===== config.mk =====
export PLATFORM = sky130hd
export DESIGN_NAME = wb_port_arbiter
export DESIGN_NICKNAME = d
export VERILOG_FILES = /design/src/rtl/wb_port_arbiter.sv
export SDC_FILE = /design/constraint.sdc
export NUM_CORES = 1
export LEC_CHECK = 0
export BUFFER_PORTS_ARGS = -buffer_cell sky130_fd_sc_hd__clkbuf_2
export CORE_ASPECT_RATIO = 0.5
export CORE_MARGIN = 2
export CORE_UTILIZATION = 49
export CTS_BUF_LIST = sky130_fd_sc_hd__clkbuf_16
export DETAILED_ROUTE_END_ITERATION = 16
export GPL_ROUTABILITY_DRIVEN = 0
export PLACE_DENSITY_LB_ADDON = 0.08
export SLEW_MARGIN = 20
export SYNTH_ARGS = -nofsm -noshare
export SYNTH_HDL_FRONTEND = slang
export SYNTH_SLANG_ARGS = --single-unit

===== constraint.sdc =====
create_clock -name clk -period 7.9 [get_ports clk]
set_input_delay 0.395 -clock clk [delete_from_list [all_inputs] [get_ports clk]]
set_output_delay 0.395 -clock clk [all_outputs]
set_load 0.1 [all_outputs]

===== src/rtl/wb_port_arbiter.sv =====
`default_nettype none
// ============================================================================
//  Module      : wb_port_arbiter
//  Description : Round-robin arbiter that shares one writeback port between
//                several execution units. Grant is combinational; the
//                writeback bus is registered with one cycle of latency.
//  Revision    : 1.0 - initial release
// ============================================================================
module wb_port_arbiter #(
  parameter int NUM_UNITS = 4,
  parameter int MAX_IDS   = 8,
  localparam int IDW      = $clog2(MAX_IDS)
) (
  input  logic                     clk,
  input  logic                     rst,
  input  logic [NUM_UNITS-1:0]     unit_done,
  input  logic [NUM_UNITS*IDW-1:0] unit_id,
  input  logic [NUM_UNITS*32-1:0]  unit_rd,
  output logic [NUM_UNITS-1:0]     unit_ack,
  input  logic                     writeback_suppress,
  output logic                     wb_valid,
  output logic [IDW-1:0]           wb_id,
  output logic [31:0]              wb_data,
  output logic [15:0]              grant_count
);

  // After reset the pointer sits on the last unit so unit 0 is searched first.
  localparam logic [2:0] c_ptr_rst = 3'(NUM_UNITS - 1);
  localparam logic [3:0] c_num     = 4'(NUM_UNITS);

  logic [2:0]     r_last_grant;
  logic [7:0]     w_done8;
  logic [3:0]     w_cand;
  logic           w_any;
  logic [2:0]     w_gnt_idx;
  logic           w_block;
  logic [IDW-1:0] w_sel_id;
  logic [31:0]    w_sel_data;

  // Search units starting just after the last winner; first requester wins.
  always_comb begin
    w_done8                  = '0;
    w_done8[NUM_UNITS-1:0]   = unit_done;
    w_any                    = 1'b0;
    w_gnt_idx                = r_last_grant;
    w_cand                   = '0;
    w_block                  = rst | writeback_suppress;
    for (int k = 1; k <= NUM_UNITS; k++) begin
      // Pointer is always below NUM_UNITS, so one subtraction wraps the sum.
      w_cand = {1'b0, r_last_grant} + 4'(k);
      if (w_cand >= c_num) begin
        w_cand = w_cand - c_num;
      end
      if (!w_block && !w_any && w_done8[w_cand[2:0]]) begin
        w_any     = 1'b1;
        w_gnt_idx = w_cand[2:0];
      end
    end
  end

  // Decode the winning index into a one-hot acknowledge.
  always_comb begin
    unit_ack = '0;
    for (int j = 0; j < NUM_UNITS; j++) begin
      unit_ack[j] = w_any && (w_gnt_idx == 3'(j));
    end
  end

  // Select the granted unit's ID and data for the writeback register.
  always_comb begin
    w_sel_id   = '0;
    w_sel_data = '0;
    for (int j = 0; j < NUM_UNITS; j++) begin
      if (unit_ack[j]) begin
        w_sel_id   = unit_id[j*IDW +: IDW];
        w_sel_data = unit_rd[j*32 +: 32];
      end
    end
  end

  // Writeback register, priority pointer and saturating grant counter.
  always_ff @(posedge clk) begin
    if (rst) begin
      r_last_grant <= c_ptr_rst;
      wb_valid     <= 1'b0;
      wb_id        <= '0;
      wb_data      <= '0;
      grant_count  <= '0;
    end else begin
      wb_valid <= w_any;
      if (w_any) begin
        r_last_grant <= w_gnt_idx;
        wb_id        <= w_sel_id;
        wb_data      <= w_sel_data;
        if (grant_count != 16'hFFFF) begin
          grant_count <= grant_count + 16'd1;
        end
      end
    end
  end

endmodule
`default_nettype wire

* Word level (Yosys, flattened, before mapping)
Cells that the tools add are included.
** Cells by class
- Add/subtract/negate cells :: 9
- Reductions and logical operators :: 17
- Multiplexer cells :: 28
- Bitwise gates (word level) :: 1
- Order comparisons :: 8
- Eq/ne operators :: 4
** Operators with widths (count)
- 32-bit two-way mux :: 4
- 3-bit two-way mux :: 12
- 16-bit by 1-bit adder with 16-bit output (second input constant) :: 1
- 4-bit by 3-bit greater-or-equal comparator with 1-bit output (second input constant) :: 4
- 3-bit by 4-bit < comparator with 1-bit output (second input constant) :: 4
- 16-bit inequality test (second input constant) :: 1
- 1-bit binary-select mux with 3-bit select :: 4
- 3-bit subtractor (second input constant) :: 4
- 1-bit logical AND :: 11
- 3-bit by 2-bit adder with 4-bit output (second input constant) :: 2
- 1-bit two-way mux :: 8
- 3-bit by 2-bit equality test with 1-bit output (second input constant) :: 2
- 3-bit by 1-bit adder with 4-bit output (second input constant) :: 1
- 3-bit by 3-bit adder with 4-bit output (second input constant) :: 1
- 1-bit logical NOT :: 4
- 3-bit by 1-bit equality test with 1-bit output (second input constant) :: 1
- 3-bit logical NOT :: 1
- 2-bit AND reduction :: 1
- 1-bit bitwise OR :: 1
** Word-level totals
- Output and inout port bits :: 56
- Bits of input ports :: 147
- Register bits after elaboration :: 55
- Word-level logic and storage cells :: 72

* Logic depth before layout (Yosys ltp)
- Depth in word-level cells :: 25
- Gate-level depth with buffers :: 15
- Mapped depth without buffers :: 10

* Least setup slack after synthesis
No wires, ideal clock.
- Kind :: register -> output
- From :: register r_last_grant[0]
- To :: output unit_ack[0]
- Stages on the path, launching flop included :: 11
- Slack :: 3.560 ns
- Data required time :: 7.505 ns
- Buffers on the path :: 2
- Arrival :: 3.945 ns
- Path through :: dfxtp_1 -> inv_1 -> ha_1 -> buf_6 -> mux2_4 -> and4_1 -> a211o_1 -> a22oi_1 -> nand2_1 -> buf_1 -> a21oi_1
** On the way
- Longest elaborated chain between the ends :: 21
- Elaborated cells between the ends (all ways) :: 44
- Classes of those cells :: add/sub (8); order compare (4); mux (20); reduce/logical (12)
** RTL lines
- from (decl) :: line 31 : logic [2:0] r_last_grant;
- from (signal assigned) :: line 84 : r_last_grant <= c_ptr_rst;
- from (signal assigned) :: line 92 : r_last_grant <= w_gnt_idx;
- 3-bit by 1-bit adder with 4-bit output :: line 50 : w_cand = {1'b0, r_last_grant} + 4'(k);
- 4-bit by 3-bit greater-or-equal comparator with 1-bit output or 3-bit subtractor (tied branches) :: line 51, 52
- 3-bit two-way mux :: line 51 : if (w_cand >= c_num) begin
- 1-bit binary-select mux with 3-bit select :: line 54 : if (!w_block && !w_any && w_done8[w_cand[2:0]]) begin
- 1-bit two-way mux (not written as such) :: line 54
- 1-bit logical AND :: line 54
- 1-bit two-way mux :: line 54
- 1-bit logical NOT :: line 54
- [... 3 more ...]
- 1-bit logical NOT :: line 54
- 1-bit logical AND (2 in series) :: line 54
- 1-bit two-way mux :: line 54
- 1-bit logical NOT :: line 54
- 1-bit logical AND (2 in series) :: line 54
- 3-bit two-way mux :: line 54
- 3-bit logical NOT :: line 65 : unit_ack[j] = w_any && (w_gnt_idx == 3'(j));
- 1-bit logical AND (*) :: line 65
- to (decl) :: line 19 : output logic [NUM_UNITS-1:0] unit_ack,
Every way passes the cells marked *; elsewhere a longest branch is shown, timed or not. The select of a mux whose other input is x is not followed.

* Worst setup path after layout
- From :: register r_last_grant[0]
- To :: output unit_ack[3]
** On the way
- Longest elaborated chain between the ends :: 21
- Elaborated cells between the ends (all ways) :: 44
- Classes of those cells :: add/sub (8); order compare (4); eq/ne (1); mux (20); reduce/logical (11)
** RTL lines (line)
- 3-bit by 1-bit adder with 4-bit output :: 50
- 4-bit by 3-bit greater-or-equal comparator with 1-bit output or 3-bit subtractor (tied branches) :: 51, 52
- 3-bit two-way mux :: 51
- 1-bit binary-select mux with 3-bit select :: 54
- 1-bit two-way mux (not written as such) :: 54
- 1-bit logical AND :: 54
- 1-bit two-way mux :: 54
- 1-bit logical NOT :: 54
- [... 3 more ...]
- 1-bit logical NOT :: 54
- 1-bit logical AND (2 in series) :: 54
- 1-bit two-way mux :: 54
- 1-bit logical NOT :: 54
- 1-bit logical AND (2 in series) :: 54
- 3-bit two-way mux :: 54
- 3-bit by 2-bit equality test with 1-bit output :: 65
- 1-bit logical AND (*) :: 65
Marks and branches as above.

==> impl_summary.txt <==
----------------------------------------------------
[Yosys]
  Net count after synthesis ... 586
  Top flip-flop cell by instance count after synthesis ... sky130_fd_sc_hd__dfxtp_1
  Top cell type's share of synthesized area ... 29.99%
  Share of synthesized area occupied by flip-flops and latches ... 29.99%
  List of most frequent post-synthesis cells ... sky130_fd_sc_hd__dfxtp_1, sky130_fd_sc_hd__o21ai_0, sky130_fd_sc_hd__inv_1
  Ys async rst share ... 0%
  Biggest area consumer among synthesized cells ... sky130_fd_sc_hd__dfxtp_1
  Cell types with the largest area share after synthesis ... sky130_fd_sc_hd__dfxtp_1, sky130_fd_sc_hd__o211ai_2, sky130_fd_sc_hd__a22oi_1
  Count of warnings emitted by yosys ... 0
  Mapped cell area ... roughly 0.0037 mm²
  Library cells used by synthesis ... between 50 and 60
  Number of synthesized flops with an enable pin ... 0
  Cell with the most instances after synthesis ... sky130_fd_sc_hd__dfxtp_1
  Synth Instances ... 436
  Synthesized area divided by synthesized cell count ... ~8.4 µm²
  Flop and latch count out of synthesis ... 55

[Setup path]
  Crit path arrival time ... 4.70 ns
  Kind of critical path ... register to output pin
  Beginning of the worst register-to-register path ... r_last_grant[0]
  Internal reg-to-reg setup slack ... 3.55 ns
  Type of destination of the critical path ... output pin
  Worst-path fanout max ... 70
  FF-to-FF path depth ... 11
  Critical path data required time ... 7.51 ns
  Setup crit start kind ... register
  RR Endpoint ... wb_id[1]

[Worst hold path]
  Worst hold endpoint ... wb_data[10]
  Start point of the worst min-delay path ... unit_rd[106]
  Tightest Hold Check Type ... primary input to register
  Worst Hold Depth ... 3

[Pwr]
  Clock network fraction of total power ... 13.7%
  Switching power total ... 1264 µW
  Cell area power density ... 438.8 mW/mm²
  Switching Share ... 59.74%
  Design internal power ... approximately 850 µW
  Sequential cell fraction of total power ... 20.6%
  Share of total power in combinational logic ... 65.7%
  Static leakage ... 0.002260 µW
  Maximum vdd drop ... around 0.28 mV

[STA]
  Final Hold Vio Count ... 0
  RSZ-0062 raised after global routing ... no
  Worst setup skew after layout ... 0.008116 ns
  Min Tclk post-route ... 5.094 ns
  Setup TNS ... 0 ns
  Relative slew slack ... around 32%
  Final setup vio count ... 0
  Fmax ... 196.3 MHz
  Final clock period utilization by the worst path ... 64.48%
  Pin slew with the least headroom to its limit ... just over 1 ns
  Pins Over Slew Limit ... 0
  Worst-case setup margin in the final layout ... between 2 and 3 ns

[Placement]
  Number of buffer cells added on primary ports ... 202
  HPWL Detailed ... 7563 µm
  Post-place setup slack ... between 3 and 4 ns

[Layout]
  Sequential standard cell area ... roughly 0.0011 mm²
  Final net count ... roughly 760
  Multi-input logic area ... 0.002232 mm²
  Share of final-layout standard cells stronger than drive strength 1 ... around 47%
  P&R area growth vs syn ... 31.36%
  Layout filler cell count ... 686
  Number of inserted diodes ... 0

[Floorplan]
  Standard-cell row count ... 22
  Height of the chip ... 65.21 µm
  Initial Utilization ... 50.33%
  Die span in x ... around 130 µm
  Top-Level Pins ... roughly 200
  Die Outline Area ... ~0.0082 mm²
  Placeable core region ... approximately 0.0073 mm²

[Drt]
  Via-to-Cell Ratio ... between 5 and 6
  Number of vias after detailed routing ... 3,930
  Count of routing violations after the opening detailed-route iteration ... approximately 260
  Drc violations ... 0
  Number of search-and-repair iterations in the first detailed-routing pass ... 5
  Routed WL ... between 10,000 and 15,000 µm
  Post-DRT Antenna Nets ... 0
  WL per Instance ... 14.88 µm

[CTS]
  Clock transition at the register clock pins on the worst setup and hold paths after CTS ... 0.07 ns
  Number of buffers created by CTS ... 5
  Clock Tree Root ... sky130_fd_sc_hd__clkbuf_16
  Number of H-tree levels ... 2
  Post-CTS Hold Buffers ... 0
  Number of gates resized after cts ... 0
  Clock tree from TritonCTS ... built
  Post-CTS Setup Repair Bufs ... 0
  Worst-skew pair later-pin latency ... 0.30 ns
  Number of sinks on the clock net ... 55
  Max clock buf depth ... 2

[GRT]
  Wire length of the first global-routing pass ... 16,440 µm
  Initial antenna violation count ... 0
  Total overflow reported by the global router ... 0
  Via count of the first global-routing pass ... 3,561
  Total GRT Usage ... between 20% and 30%
  Pin count of the biggest net entering global routing ... 71

[Run status]
  Outcome ... completed

[Run]
  Maximum capacitance violations ... 0

----------------------------------------------------
[critical path, cell delays in order (launching register included)]
cell and delay [ns]:
sky130_fd_sc_hd__dfxtp_1 0.68, sky130_fd_sc_hd__inv_1 0.25, sky130_fd_sc_hd__ha_1 0.51, sky130_fd_sc_hd__mux2_4 0.36, sky130_fd_sc_hd__or4b_4 0.53, sky130_fd_sc_hd__and3_4 0.19, sky130_fd_sc_hd__and2_4 0.34, sky130_fd_sc_hd__or4_1 0.69
sky130_fd_sc_hd__inv_8 0.31, sky130_fd_sc_hd__clkbuf_2 0.52
[flip-flops by register name (all words and copies together) (netlist names)]
register and cells:
wb_valid 1, wb_id 3, r_last_grant 3, wb_data 32, grant_count 16
[power groups by stage]
stage                     sequential, µW  clock (µW)  combinational, µW
after floorplan                     1110           0                526
after global placement               438           0               1380
after detailed placement             441           0               1390
after CTS                            436         292               1390
after global routing                 448         304               1460
final                                437         289               1390
[stage by stage]
| stage | area, µm² | hold WS [ns] | instances | power (µW) | util [%] |
|---|---|---|---|---|---|
| floorplan | 3671 | 0.5107 | 436 | 1638 | - |
| global placement | 4627 | 0.4875 | 701 | 1820 | 63.43 |
| detailed placement | 4627 | 0.4927 | 701 | 1829 | 63.43 |
| CTS | 4820 | 0.3007 | 709 | 2121 | 66.07 |
| global route | 4822 | 0.3059 | 709 | 2216 | 66.11 |
| finish | 4822 | 0.3057 | 709 | 2116 | 66.11 |
[layout by cell type, fill, tap and decap left out, drive strengths merged, types with 3 or more instances in the layout]
cell type  instances
o211ai            59
and2               4
a21oi             15
mux2i              6
nand2             40
nor3               5
ha                 3
nor2b              6
mux2               4
nand4              6
o21ai             42
nand3             15
inv               36
or3                8
nand2b             3
buf                3
and3               6
nor2              14
dfxtp             55
a31oi              7
xor2               6
clkbuf           207
a211o              3
o22ai              6
a22oi             30
[kinds of logic (layout without fill, tap and decap cells)]
| family | count (synthesis) | in the layout | share of synthesized area (%) |
|---|---|---|---|
| and+or+nand+nor | 116 | 116 | 18.44 |
| adders and majority gates | 3 | 3 | 1.023 |
| muxes | 11 | 11 | 3.681 |
| AOI/OAI and AO/OA | 171 | 171 | 35.24 |
| buffers and inverters | 72 | 249 | 9.713 |
| xor gates and xnor gates | 8 | 8 | 1.909 |
| DFF | 55 | 55 | 29.99 |
[worst max-delay path by stage]
stage / startpoint / end / slack (ns) / cells past startpoint
floorplan: r_last_grant[0] / unit_ack[0] / 3.56 / 10
global placement: r_last_grant[0] / unit_ack[3] / 3.24 / 9
detailed placement: r_last_grant[0] / unit_ack[3] / 3.20 / 9
CTS: r_last_grant[0] / unit_ack[3] / 2.83 / 9
global route: r_last_grant[0] / unit_ack[3] / 2.58 / 9
finish: r_last_grant[0] / unit_ack[3] / 2.81 / 9
[metal layers]
layer	part of all wire, %	routed length [µm]	vias to the layer above	GRT usage [%]
li1	-	-	1963	-
met1	42	4429	1812	29.01
met2	50	5271	124	44.05
met3	5.4	569	31	5.782
met4	2.7	280	0	8.242
met5	0	0	-	0
[final cells by class]
cell class              count  share of cell area, %
clock buffers               5                  2.595
clock inverters             3                  1.401
inverters                  36                  2.958
multi-input cells         309                  46.29
flip-flops and latches     55                  22.83
well taps                  96                  2.491
repair buffers            205                  21.43
No activity file was read; power rests on OpenSTA's default activity.
